===== src/rtl/trng_collector_pkg.sv =====
// Shared types and width helpers for the TRNG collector.
package trng_collector_pkg;

    typedef enum logic [1:0] {
        IDLE   = 2'd0,
        WARMUP = 2'd1,
        RUN    = 2'd2,
        FAIL   = 2'd3
    } state_e;

    // Bits needed for a counter that must hold every value 0..max_val.
    function automatic int unsigned cnt_width(input int unsigned max_val);
        return (max_val < 2) ? 1 : $clog2(max_val + 1);
    endfunction

endpackage


===== src/rtl/trng_vn_corrector.sv =====
// Von Neumann debiaser: pairs strobed raw bits, emits the first bit of an unequal pair.
module trng_vn_corrector (
    input  logic clk,
    input  logic rst_n,
    input  logic flush,
    input  logic sample_stb,
    input  logic sample,
    output logic emit,
    output logic emit_bit
);

    logic have_first;
    logic first_bit;

    // Hold the first bit of a pair; on the second, emit 0 for 01 and 1 for 10.
    always_ff @(posedge clk or negedge rst_n) begin
        if (!rst_n) begin
            have_first <= 1'b0;
            first_bit  <= 1'b0;
            emit       <= 1'b0;
            emit_bit   <= 1'b0;
        end else begin
            emit <= 1'b0;
            if (flush) begin
                have_first <= 1'b0;
            end else if (sample_stb) begin
                if (!have_first) begin
                    first_bit  <= sample;
                    have_first <= 1'b1;
                end else begin
                    have_first <= 1'b0;
                    if (first_bit != sample) begin
                        emit     <= 1'b1;
                        emit_bit <= first_bit;
                    end
                end
            end
        end
    end

endmodule


===== src/rtl/trng_collector.sv =====
// Collects raw TRNG bits: sync, health test, von Neumann correction, word packing.
module trng_collector
    import trng_collector_pkg::*;
#(
    parameter int unsigned WORD_WIDTH     = 32,
    parameter int unsigned SAMPLE_DIV     = 4,
    parameter int unsigned WARMUP_SAMPLES = 64,
    parameter int unsigned REP_LIMIT      = 32
) (
    input  logic                  clk,
    input  logic                  rst_n,
    input  logic                  enable_i,
    input  logic                  trng_in,
    output logic                  trng_en_o,
    output logic [WORD_WIDTH-1:0] data_o,
    output logic                  valid_o,
    input  logic                  ready_i,
    output logic                  health_fail_o,
    input  logic                  clear_fail_i
);

    localparam int unsigned DIV_W  = cnt_width(SAMPLE_DIV - 1);
    localparam int unsigned WARM_W = cnt_width(WARMUP_SAMPLES - 1);
    localparam int unsigned REP_W  = cnt_width(REP_LIMIT);
    localparam int unsigned BIT_W  = cnt_width(WORD_WIDTH);

    state_e state;
    state_e state_next;

    logic                  sync_q1;
    logic                  sync_q2;
    logic [DIV_W-1:0]      div_cnt;
    logic [WARM_W-1:0]     warm_cnt;
    logic [REP_W-1:0]      rep_cnt;
    logic [REP_W-1:0]      rep_cnt_next_c;
    logic                  prev_sample;
    logic                  active_c;
    logic                  strobe_c;
    logic                  warm_done_c;
    logic                  rep_hit_c;

    logic                  vn_emit;
    logic                  vn_bit;

    logic [WORD_WIDTH-1:0] shift_q;
    logic [BIT_W-1:0]      bit_cnt;
    logic [WORD_WIDTH-1:0] word_c;
    logic                  collecting_c;
    logic                  pending_c;
    logic                  accept_c;
    logic                  word_done_c;
    logic                  can_load_c;
    logic                  load_c;

    assign active_c    = (state == WARMUP) || (state == RUN);
    assign strobe_c    = active_c && (div_cnt == DIV_W'(SAMPLE_DIV - 1));
    assign warm_done_c = strobe_c && (warm_cnt == WARM_W'(WARMUP_SAMPLES - 1));
    assign rep_hit_c   = strobe_c && (rep_cnt_next_c == REP_W'(REP_LIMIT));

    // Two-flop synchroniser for the asynchronous oscillator output.
    always_ff @(posedge clk or negedge rst_n) begin
        if (!rst_n) begin
            sync_q1 <= 1'b0;
            sync_q2 <= 1'b0;
        end else begin
            sync_q1 <= trng_in;
            sync_q2 <= sync_q1;
        end
    end

    // Sample divider; idle at zero while the oscillator is off.
    always_ff @(posedge clk or negedge rst_n) begin
        if (!rst_n) begin
            div_cnt <= '0;
        end else if (!active_c || strobe_c) begin
            div_cnt <= '0;
        end else begin
            div_cnt <= div_cnt + DIV_W'(1);
        end
    end

    // Warm-up strobe counter, zeroed whenever we are not warming up.
    always_ff @(posedge clk or negedge rst_n) begin
        if (!rst_n) begin
            warm_cnt <= '0;
        end else if (state != WARMUP) begin
            warm_cnt <= '0;
        end else if (strobe_c) begin
            warm_cnt <= warm_cnt + WARM_W'(1);
        end
    end

    // Next repetition count; zero means no previous sample since enable.
    always_comb begin
        rep_cnt_next_c = rep_cnt;
        if ((rep_cnt == '0) || (sync_q2 != prev_sample)) begin
            rep_cnt_next_c = REP_W'(1);
        end else if (rep_cnt != REP_W'(REP_LIMIT)) begin
            rep_cnt_next_c = rep_cnt + REP_W'(1);
        end
    end

    // Repetition-count health test state.
    always_ff @(posedge clk or negedge rst_n) begin
        if (!rst_n) begin
            rep_cnt     <= '0;
            prev_sample <= 1'b0;
        end else if (!active_c) begin
            rep_cnt     <= '0;
        end else if (strobe_c) begin
            rep_cnt     <= rep_cnt_next_c;
            prev_sample <= sync_q2;
        end
    end

    // FSM state register.
    always_ff @(posedge clk or negedge rst_n) begin
        if (!rst_n) begin
            state <= IDLE;
        end else begin
            state <= state_next;
        end
    end

    // FSM next-state logic; disable wins over a simultaneous health hit.
    always_comb begin
        state_next = state;
        case (state)
            IDLE: begin
                if (enable_i) state_next = WARMUP;
            end
            WARMUP: begin
                if (!enable_i)        state_next = IDLE;
                else if (rep_hit_c)   state_next = FAIL;
                else if (warm_done_c) state_next = RUN;
            end
            RUN: begin
                if (!enable_i)        state_next = IDLE;
                else if (rep_hit_c)   state_next = FAIL;
            end
            FAIL: begin
                if (clear_fail_i) state_next = enable_i ? WARMUP : IDLE;
            end
            default: state_next = IDLE;
        endcase
    end

    // Registered oscillator enable and sticky health flag follow the next state.
    always_ff @(posedge clk or negedge rst_n) begin
        if (!rst_n) begin
            trng_en_o     <= 1'b0;
            health_fail_o <= 1'b0;
        end else begin
            trng_en_o     <= (state_next == WARMUP) || (state_next == RUN);
            health_fail_o <= (state_next == FAIL);
        end
    end

    trng_vn_corrector u_vn (
        .clk        (clk),
        .rst_n      (rst_n),
        .flush      (state != RUN),
        .sample_stb (strobe_c),
        .sample     (sync_q2),
        .emit       (vn_emit),
        .emit_bit   (vn_bit)
    );

    assign collecting_c = (state == RUN);
    assign pending_c    = (bit_cnt == BIT_W'(WORD_WIDTH));
    assign accept_c     = collecting_c && vn_emit && !pending_c;
    assign word_c       = {shift_q[WORD_WIDTH-2:0], vn_bit};
    assign word_done_c  = accept_c && (bit_cnt == BIT_W'(WORD_WIDTH - 1));
    assign can_load_c   = !valid_o || ready_i;
    // Only words finished while still collecting may reach the output.
    assign load_c       = (state_next == RUN) && can_load_c && (pending_c || word_done_c);

    // Packing shift register; a full word waits here while the output is busy.
    always_ff @(posedge clk or negedge rst_n) begin
        if (!rst_n) begin
            shift_q <= '0;
            bit_cnt <= '0;
        end else if (!collecting_c) begin
            shift_q <= '0;
            bit_cnt <= '0;
        end else if (pending_c) begin
            if (load_c) bit_cnt <= '0;
        end else if (accept_c) begin
            if (load_c) begin
                bit_cnt <= '0;
            end else begin
                shift_q <= word_c;
                bit_cnt <= bit_cnt + BIT_W'(1);
            end
        end
    end

    // Output word register and valid/ready handshake.
    always_ff @(posedge clk or negedge rst_n) begin
        if (!rst_n) begin
            data_o  <= '0;
            valid_o <= 1'b0;
        end else if (state_next == FAIL) begin
            valid_o <= 1'b0;
        end else if (load_c) begin
            data_o  <= pending_c ? shift_q : word_c;
            valid_o <= 1'b1;
        end else if (valid_o && ready_i) begin
            valid_o <= 1'b0;
        end
    end

endmodule

===== config.mk =====
export PLATFORM = sky130hd
export DESIGN_NAME = trng_collector
export DESIGN_NICKNAME = d
export VERILOG_FILES = /design/src/rtl/trng_collector_pkg.sv /design/src/rtl/trng_vn_corrector.sv /design/src/rtl/trng_collector.sv
export SDC_FILE = /design/constraint.sdc
export NUM_CORES = 1
export LEC_CHECK = 0
export BUFFER_PORTS_ARGS = -buffer_cell sky130_fd_sc_hd__buf_2
export CAP_MARGIN = 30
export CORE_MARGIN = 2
export CORE_UTILIZATION = 40
export DETAILED_ROUTE_END_ITERATION = 10
export GPL_TIMING_DRIVEN = 0
export PLACE_DENSITY = 0.57
export RECOVER_POWER = 50
export SLEW_MARGIN = 20
export SYNTH_ARGS = -nofsm -noshare
export SYNTH_HDL_FRONTEND = slang
export SYNTH_HIERARCHICAL = 1
export SYNTH_SLANG_ARGS = --single-unit

===== constraint.sdc =====
create_clock -name clk -period 3.4 [get_ports clk]
set_clock_uncertainty 0.2 [all_clocks]
set_input_delay 0.68 -clock clk [delete_from_list [all_inputs] [get_ports clk]]
set_output_delay 0.68 -clock clk [all_outputs]
set_load 0.01 [all_outputs]

== Yosys cells after proc, flatten, opt, wreduce, memory -nomap -nowiden ==
Index checks and enable logic that the tools add are counted.
Operators by class
  equality and inequality tests: 22
  bitwise gates (word level): 3
  reduce and logical (&&, ||, !) cells: 29
  mux-type cells: 36
  add/subtract/negate cells: 4
Operator list (count)
  32-bit 2-to-1 mux: 5
  6-bit 2-to-1 mux: 11
  6-bit by 1-bit adder with 6-bit output (second input constant): 3
  6-bit == test (second input constant): 3
  2-bit 2-to-1 mux: 8
  1-bit 2-to-1 mux: 11
  2-bit == test (second input constant): 5
  1-bit logical AND: 9
  2-bit one-hot mux with 4 select lines: 1
  6-bit by 5-bit == test with 1-bit output (second input constant): 1
  6-bit logical NOT: 1
  1-bit logical OR: 6
  2-bit by 1-bit != test with 1-bit output (second input constant): 3
  2-bit != test (second input constant): 3
  6-bit != test (second input constant): 1
  2-bit AND reduction: 3
  3-bit AND reduction: 2
  2-bit by 1-bit == test with 1-bit output (second input constant): 2
  4-bit AND reduction: 1
  2-bit nonzero test: 2
  1-bit logical NOT: 3
  3-bit by 1-bit != test with 1-bit output (second input constant): 1
  3-bit by 2-bit != test with 1-bit output (second input constant): 1
  1-bit NOT: 3
  4 further kinds: 5
Storage, ports and cells
  word-level logic and storage cells: 111
  bits of input ports: 6
  register bits: 96
  output and inout port bits: 35

== Longest topological paths before layout ==
Gate-level depths: netlist of the first run.
  depth after elaboration: 15
  gate-level depth with buffers: 16
  gate-level depth less buffers: 13

== By module ==
The synthesis of the first run kept the hierarchy.
Modules (own cells, without submodules)
  trng_collector: instances 1, area an instance 4628.2 µm², cells an instance 427, sequential area each 2302.2 µm²
  trng_vn_corrector: instances 1, area an instance 191.4 µm², cells an instance 15, sequential area each 100.1 µm²

== Worst setup path after synthesis of the first run ==
Ideal clock, no wire load.
  path type: register -> register
  start: reg state[0]
  end: reg bit_cnt[0]
  setup time: 125 ps
  buffers on the path: 3
  data required time: 3075 ps
  path slack: 20 ps
  clock period less this slack: 3380 ps
  cell stages (with the launch flop): 16
  data arrival time: 3055 ps
  cell sequence: dfrtp_1 inv_1 ha_1 clkbuf_1 nand2_1 a311oi_1 o31ai_1 nand2b_1 o21ai_0 ha_1 inv_1 nor4b_2 nor3b_2 buf_6 buf_6 mux2_2
Between the ends
  longest elaborated chain between the ends: 15
  elaborated cells on any way between the ends: 30
  classes of those cells: eq/ne: 6; mux: 12; reduce/logical: 12
RTL lines
  start, declared: line trng_collector.sv:27  | state_e state;
  start signal, assigned: line trng_collector.sv:121  | state <= state_next;
  2-bit by 1-bit == test with 1-bit output or 2-bit == test (tied branches): line trng_collector.sv:55, trng_collector.sv:128
  1-bit logical OR: line trng_collector.sv:55  | assign active_c = (state == WARMUP) || (state == RUN);
  1-bit logical AND: line trng_collector.sv:56  | assign strobe_c = active_c && (div_cnt == DIV_W'(SAMPLE_DIV - 1));
  1-bit logical AND: line trng_collector.sv:57  | assign warm_done_c = strobe_c && (warm_cnt == WARM_W'(WARMUP_SAMPLES - 1));
  2-bit 2-to-1 mux: line trng_collector.sv:135  | else if (warm_done_c) state_next = RUN;
  2-bit 2-to-1 mux: line trng_collector.sv:134  | else if (rep_hit_c) state_next = FAIL;
  2-bit 2-to-1 mux: line trng_collector.sv:133  | if (!enable_i) state_next = IDLE;
  2-bit one-hot mux with 4 select lines (*): line trng_collector.sv:128  | case (state)
  net state_next[1]: line trng_collector.sv:28  | state_e state_next;
  2-bit == test (*): line trng_collector.sv:176  | assign load_c = (state_next == RUN) && can_load_c && (pending_c || word_done_c);
  1-bit logical AND (*) (2 in a row): line trng_collector.sv:176
  6-bit 2-to-1 mux: line trng_collector.sv:189  | if (load_c) begin
  6-bit 2-to-1 mux: line trng_collector.sv:188  | end else if (accept_c) begin
  6-bit 2-to-1 mux: line trng_collector.sv:186  | end else if (pending_c) begin
  6-bit 2-to-1 mux: line trng_collector.sv:183  | end else if (!collecting_c) begin
  end signal, assigned: line trng_collector.sv:193  | bit_cnt <= bit_cnt + BIT_W'(1);
  end, declared: line trng_collector.sv:46  | logic [BIT_W-1:0] bit_cnt;
Mark *: on every way through the listed nets, which the timed path passes. The rest lies on a longest branch. The select of a mux whose other input is x is not followed.
A chain may end at the register's enable or synchronous reset.

== Worst setup path after layout of the first run ==
  start: reg rep_cnt[0]
  end: reg bit_cnt[0]
Between the ends
  longest elaborated chain between the ends: 15
  elaborated cells on any way between the ends: 22
  classes of those cells: add/sub: 1; eq/ne: 4; mux: 11; reduce/logical: 6
RTL lines
  start, declared: line trng_collector.sv:34  | logic [REP_W-1:0] rep_cnt;
  start signal, assigned: line trng_collector.sv:111  | rep_cnt <= rep_cnt_next_c;
  6-bit by 1-bit adder with 6-bit output (tied with other cells): line trng_collector.sv:99  | rep_cnt_next_c = rep_cnt + REP_W'(1);
  6-bit 2-to-1 mux or 1-bit logical OR (tied branches): line trng_collector.sv:98, trng_collector.sv:96
  6-bit 2-to-1 mux (*): line trng_collector.sv:96  | if ((rep_cnt == '0) || (sync_q2 != prev_sample)) begin
  6-bit == test (*): line trng_collector.sv:58  | assign rep_hit_c = strobe_c && (rep_cnt_next_c == REP_W'(REP_LIMIT));
  1-bit logical AND (*): line trng_collector.sv:58
  2-bit 2-to-1 mux, on equally long branches: line trng_collector.sv:139, trng_collector.sv:134
  2-bit 2-to-1 mux, on equally long branches: line trng_collector.sv:138, trng_collector.sv:133
  2-bit one-hot mux with 4 select lines (*): line trng_collector.sv:128
  net state_next[1]: line trng_collector.sv:28
  2-bit == test (*): line trng_collector.sv:176
  1-bit logical AND (*) (2 in a row): line trng_collector.sv:176
  6-bit 2-to-1 mux: line trng_collector.sv:189
  6-bit 2-to-1 mux: line trng_collector.sv:188
  6-bit 2-to-1 mux: line trng_collector.sv:186
  6-bit 2-to-1 mux: line trng_collector.sv:183
Marked as above.

==> results of run 1 <==
[power by group]
group / internal [W] / switching, W / leakage, nW
combinational: 0.000164 / 0.000202 / 1.25
sequential: 0.00118 / 0.0000250 / 1.33
clock: 0.000574 / 0.000451 / 0.143
[registers in the layout, summed over array words and instances (netlist names), 2 cells and up]
name	flops
warm_cnt	6
shift_q	32
data_o	32
state	2
rep_cnt	6
div_cnt	2
bit_cnt	6
[worst paths after layout]
check	slack, ns	start	cells past startpoint	to
worst max-delay path	0.07	rep_cnt[0]	16	bit_cnt[0]
worst min-delay path	0.15	sync_q1	0	sync_q2
worst max register to register	0.07	rep_cnt[0]	16	bit_cnt[0]
worst min register to register	0.15	sync_q1	0	sync_q2
max in group asynchronous	0.46	rst_n	3	rep_cnt[1]
min in group asynchronous	0.80	rst_n	2	rep_cnt[2]
[cell usage in the layout (no fill, tap or decap), types with 2 or more instances in the layout]
cell and n:
dfrtp_1 94, mux2i_1 63, nand2_1 49, nor2_1 40, buf_2 32, o21ai_2 28
buf_4 21, clkbuf_1 18, o21ai_0 16, inv_1 14, clkbuf_16 11, a21oi_1 10
buf_6 9, and2_1 7, ha_1 7, nand3_1 6, xnor2_1 5, ha_2 4
nor2b_1 3, o22ai_1 3, o21ai_1 3, and3_1 2, nor4b_4 2, xor2_1 2
o21a_1 2, inv_2 2, nor3_1 2, a32oi_1 2, nor3b_1 2, nand2b_1 2
buf_12 2, mux2i_2 2, a21boi_0 2, a31oi_1 2, mux2_2 2, inv_6 2
clkinv_2 2, dfrtp_2 2, nor2b_4 2
[cells by family (layout without fill, tap and decap cells)]
logic type	Yosys count	after routing	synth area share
buf+inv	40	119	0.0483
xor+xnor	7	7	0.0127
compound gates	87	87	0.130
mux	68	68	0.143
fa+ha+maj	12	12	0.0312
simple gates	132	132	0.137
flops	96	96	0.498
[cells in the mapped netlist (5+ instances only)]
library cell / n
dfrtp_1: 96
mux2i_1: 65
nand2_1: 49
nor2_1: 40
o21ai_2: 28
o21ai_0: 17
inv_1: 16
ha_1: 12
a21oi_1: 10
buf_6: 10
nand3_1: 8
and2_1: 7
clkbuf_1: 7
buf_2: 6
xnor2_1: 5
[through the flow]
step	setup slack [ns]	area, um^2	TNS (ns)
after floorplan	0.0204	4820	0
after global placement	-0.551	5200	-20.64
after detailed placement	-0.652	5240	-26.56
after CTS	0.0292	5620	0
after global routing	-0.0736	5850	-0.860
final	0.0737	5850	0
[worst reg2reg max path, delay by kind of cell (launching register included)]
family                     cells  cell delay [ns]
DFF                            1             0.38
muxes                          1             0.25
and+or+nand+nor                4             0.73
AOI/OAI and AO/OA              3             0.56
adders and majority gates      2             0.37
buffers and inverters          6             0.72
[final cells by class]
class,count,area [um^2],area share
Tap cell,147,184,0.0314
Buffer,21,188,0.0321
Clock buffer,10,229,0.0391
Clock inverter,6,65.1,0.0111
Timing Repair Buffer,65,418,0.0714
Multi-Input combinational cell,306,2300,0.393
Inverter,17,63.8,0.0109
Sequential cell,96,2400,0.411
[what timing repair did]
action                                  in CTS  in global routing
endpoints found under the hold margin       16                  0
resized for setup                           12                 24
gates cloned                                 0                  2
pin swaps                                    3                 11
buffers inserted                             4                 17
endpoints found under the setup margin      70                 38
hold buffers                                 1                  0
[layer usage]
metal	up-vias	GRT usage	part of all wire
li1	1687	-	-
met1	1672	0.209	0.49
met2	43	0.246	0.47
met3	11	0.0292	0.029
met4	0	0.0602	0.015
met5	-	0	0
==> flow_summary.yaml, run 1 <==
detailed_routing:
  wl_per_cell_um: 14.6
  final_antenna_net_count: 0
  post-route-drc-count: 0
  firstDrtPassIters: 4
  drt-total-wl_mm: 9.79
  vias_per_cell: 5.11
  vias: 3413
  drt_iter0_drc: 121
placed_design:
  port_buffers: 40
  hpwlAfterDp_mm: 6.33
  gp_routability_congestion: 0.815
  place_inst: 630
finish:
  instances_no_fill: 668
  area_growth_syn_to_layout_pct: 21.4
  n_fill_cell: 1120
  num_antenna_cells: 0
  post_route_cells_drive_above_1_share: 0.274
  layout.nets: 534
  utilization: 0.493
min_path:
  worstHoldPathType: "flop to flop"
critical_path:
  cp_cell_sequence: "buf_6 > inv_2 > ha_2 > nor4b_4 > buf_4 > a311oi_2 > o31ai_2 > nand2b_4 > o21ai_4 > ha_2 > inv_2 > nor4b_4 > nor3b_2 > buf_6 > clkbuf_16 > mux2_2"
  critPathMaxStageDelay_ns: 0.38
  crit_type: "flop to flop"
  cp_max_fo: 7
  slowest_stage: "dfrtp_1"
  timing.critical_path.buf_inv: 6
  critPathRequiredTime_ns: 3.43
  critPathLaunchType: "flop"
  end_kind: "flop"
  crit_family: "simple AND/OR/NAND/NOR gates"
  cp.arrival_ns: 3.36
floorplan:
  die_x_um: 114
  num_io_pins: 41
  die-height_um: 114
  dieArea_mm2: 0.0129
  initial_core_util: 0.406
  coreArea_mm2: 0.0119
  fp-row-count: 40
timing:
  hold_viol: 0
  worst_slew_pin_slew_ns: 1.08
  fin_crit_ns: 3.33
  relSlewSlack: 0.282
  post-route-period-util: 0.978
  max_freq_mhz: 301
  finalSetupViolCount: 0
  finalHoldWorstSlack_ns: 0.150
  drv_slew: 0
power:
  power_w: 0.00259
  p_leak_nw: 2.72
  vdd_drop_max_mv: 0.237
  power.density_mw_per_mm2: 443
clocking:
  clock_latency_ns: 0.34
  cts_root_buf: "clkbuf_16"
  htree_levels: 3
  cts_tree: "done"
  numCtsBuffers: 9
  path_clk_slew_ns: 0.07
  clock_sinks: 96
  clock_path_buffers: 2
grt:
  overflow: 0
  antenna_found_initial: 0
  grt_util_all_layers: 0.154
  grt_pass1_vias: 3219
  grt_max_degree: 81
  grt_pass1_wl_mm: 15.9
synth:
  ys_ff_latch: 96
  avgSynthCellArea_um2: 10.9
  yosysUniqueCellTypes: 57
  netlist_instances: 442
  ys.flop_type: "dfrtp_1"
  synthTopCellsByArea: "dfrtp_1 (50%), mux2i_1 (13%), o21ai_2 (5.1%)"
  yosysWarnings: 6
  synth_edf_count: 0
  yosys.area.top_type: "dfrtp_1"
  syn-num-nets: 460
  synth_area_mm2: 0.00482
  netlist.area_leader.share: 0.498
  synth_seq_area_share: 0.498
  ys_async_sr_fraction: 1.00
run_status:
  status: "finished clean"
job:
  cap_viol_max_count: 0
Note: power is estimated with default switching activity, not from simulation.
==> run 2, diff against run 1 <==
--- a/config.mk
+++ b/config.mk
@@ -5,13 +5,16 @@
 export SDC_FILE = /design/constraint.sdc
 export NUM_CORES = 1
 export LEC_CHECK = 0
+export ABC_CLOCK_PERIOD_IN_PS = 3400
 export BUFFER_PORTS_ARGS = -buffer_cell sky130_fd_sc_hd__buf_2
 export CAP_MARGIN = 30
+export CELL_PAD_IN_SITES_DETAIL_PLACEMENT = 2
+export CELL_PAD_IN_SITES_GLOBAL_PLACEMENT = 2
 export CORE_MARGIN = 2
-export CORE_UTILIZATION = 40
+export CORE_UTILIZATION = 36
 export DETAILED_ROUTE_END_ITERATION = 10
 export GPL_TIMING_DRIVEN = 0
-export PLACE_DENSITY = 0.57
+export PLACE_DENSITY = 0.74
 export RECOVER_POWER = 50
 export SLEW_MARGIN = 20
 export SYNTH_ARGS = -nofsm -noshare
==> run 2 against run 1 <==
  * The flow now finishes with violations (max-capacitance violations, max-slew violations)
  * Hold slack improved by 0.0018 ns
  * Clock power increased by 6%
  * Global-route usage increased by 2.6 points
  * Via count increased by 3.8%
  * Non-clock buffer count decreased by 1
==> flow_summary.yaml, run 2 (synthesis gave the netlist of run 1 again) <==
clocking:
  clock_sinks: 96
  numCtsBuffers: 9
  clock_latency_ns: 0.35
  htree_levels: 3
  clock_path_buffers: 2
  path_clk_slew_ns: 0.07
  cts_tree: "done"
  cts_root_buf: "clkbuf_16"
critical_path:
  critPathMaxStageDelay_ns: 0.37
  reg2regPathDepth: 16
  critPathLaunchType: "flop"
  cp.arrival_ns: 3.32
  end_kind: "flop"
  cp_cell_sequence: "buf_6 > inv_2 > ha_2 > nor4b_4 > a311oi_2 > o31ai_4 > buf_4 > o31a_1 > ha_2 > inv_2 > nor4b_4 > nor3b_4 > buf_6 > buf_12 > mux2i_4 > nor2_1"
  crit_type: "flop to flop"
  critPathRequiredTime_ns: 3.41
  cp_max_fo: 8
  slowest_stage: "dfrtp_1"
finish:
  num_antenna_cells: 0
  area_growth_syn_to_layout_pct: 23.5
  final_common_cell: "dfrtp_1"
  reg_top3: "data_o (32), shift_q (32)"
  utilization: 0.453
  post_route_cells_drive_above_1_share: 0.308
  ff_latch_area_mm2: 0.00240
  layout.nets: 533
  n_fill_cell: 1360
  layout_common_cells: "dfrtp_1 (95), mux2i_1 (62), nand2_1 (48)"
  multiInputGateArea_mm2: 0.00236
detailed_routing:
  drt_iter0_drc: 78
  drt-total-wl_mm: 12.7
  vias: 3543
  vias_per_cell: 5.11
  post-route-drc-count: 0
  firstDrtPassIters: 4
  wl_per_cell_um: 18.4
  final_antenna_net_count: 0
grt:
  grt_pass1_vias: 4037
  overflow: 0
  grt_pass1_wl_mm: 20.4
  grt_max_degree: 65
  grt_util_all_layers: 0.180
  antenna_found_initial: 0
placed_design:
  dp_slack_ns: -0.828
  gp_routability_congestion: 0.790
  port_buffers: 40
  hpwlAfterDp_mm: 8.24
power:
  net-switching-power_w: 0.000705
  p_clk_frac: 0.399
  p_leak_nw: 2.78
  p_comb_frac: 0.158
  p_sw_frac: 0.261
  power.density_mw_per_mm2: 454
  internal_power_w: 0.00200
  p_seq_frac: 0.443
  vdd_drop_max_mv: 0.213
timing:
  fin_crit_ns: 3.31
  finalWorstSetupSlack_ns: 0.0922
  max_freq_mhz: 302
  finalSetupViolCount: 0
  hold_viol: 0
  worst_slew_pin_slew_ns: 2.01
  drv_slew: 33
  finalHoldWorstSlack_ns: 0.151
  relSlewSlack: -0.341
  post-route-period-util: 0.973
  fin_setup_tns_ns: 0
min_path:
  hold_depth: 0
  worstHoldPathType: "flop to flop"
floorplan:
  coreArea_mm2: 0.0131
  die_x_um: 120
  dieArea_mm2: 0.0143
  die-height_um: 120
  fp-row-count: 42
  initial_core_util: 0.367
  num_io_pins: 41
run_status:
  status: "complete, but fails checks"
  violations: "max-capacitance violations, max-slew violations"
job:
  cap_viol_max_count: 1
-- run 2: cell count changes in the layout (fill, tap and decap cells not counted), moves of 2 or more --
cell      before  now
buf_2         32   43
clkbuf_1      18    6
ha_1           7    5
inv_6          2    0
-- run 2: worst max-delay path: cells and delay by family (launching register included) --
kind	cells	cell delay, ns
flip-flops	1	0.37
buffers and inverters	6	0.71
AO/OA/AOI/OAI	3	0.77
multiplexers	1	0.22
adder cells (fa/ha/maj)	2	0.35
AND/OR/NAND/NOR	4	0.53
-- run 2: final timing paths --
path | from | end | slack [ns]
setup reg to reg | rep_cnt[0] | shift_q[15] | 0.09
max in group asynchronous | rst_n | rep_cnt[1] | 1.01
hold / removal | sync_q1 | sync_q2 | 0.15
hold reg to reg | sync_q1 | sync_q2 | 0.15
setup / recovery | rep_cnt[0] | shift_q[15] | 0.09
min in group asynchronous | rst_n | health_fail_o | 0.69
-- run 2: cell type report --
| cell class | instances | area share |
|---|---|---|
| Buffer | 21 | 0.0307 |
| Multi-Input combinational cell | 306 | 0.396 |
| Tap cell | 176 | 0.0370 |
| Clock buffer | 9 | 0.0378 |
| Sequential cell | 96 | 0.404 |
| Clock inverter | 4 | 0.0122 |
| Timing Repair Buffer | 64 | 0.0721 |
| Inverter | 17 | 0.0107 |
-- run 2: per-stage QoR --
step | power [W] | area, um^2 | std cells
6_report | 0.00270 | 5950 | 693
3_3_place_gp | 0.00150 | 5240 | 658
4_1_cts | 0.00265 | 5690 | 678
5_1_grt | 0.00282 | 5950 | 693
2_1_floorplan | 0.00140 | 4820 | 442
3_5_place_dp | 0.00152 | 5270 | 659
-- run 2: per-layer routing --
layer  routed length [um]  GRT usage
met5                    0          0
met1                 5620      0.225
met4                  199     0.0684
met3                  231     0.0257
met2                 6680      0.316
-- run 2: power by group through the flow --
stage	clock [W]	combinational [W]	sequential, W
floorplan	0	0.000180	0.00122
finish	0.00108	0.000427	0.00120
global route	0.00114	0.000474	0.00120
detailed placement	0	0.000298	0.00122
CTS	0.00110	0.000352	0.00120
global placement	0	0.000278	0.00122
-- run 2: repair_timing --
| action | in CTS | in global routing |
|---|---|---|
| endpoints found under the setup margin | 70 | 38 |
| gates resized for setup | 16 | 27 |
| hold buffers | 0 | 0 |
| buffers inserted | 7 | 15 |
| gates cloned | 0 | 1 |
| pin swaps | 4 | 11 |
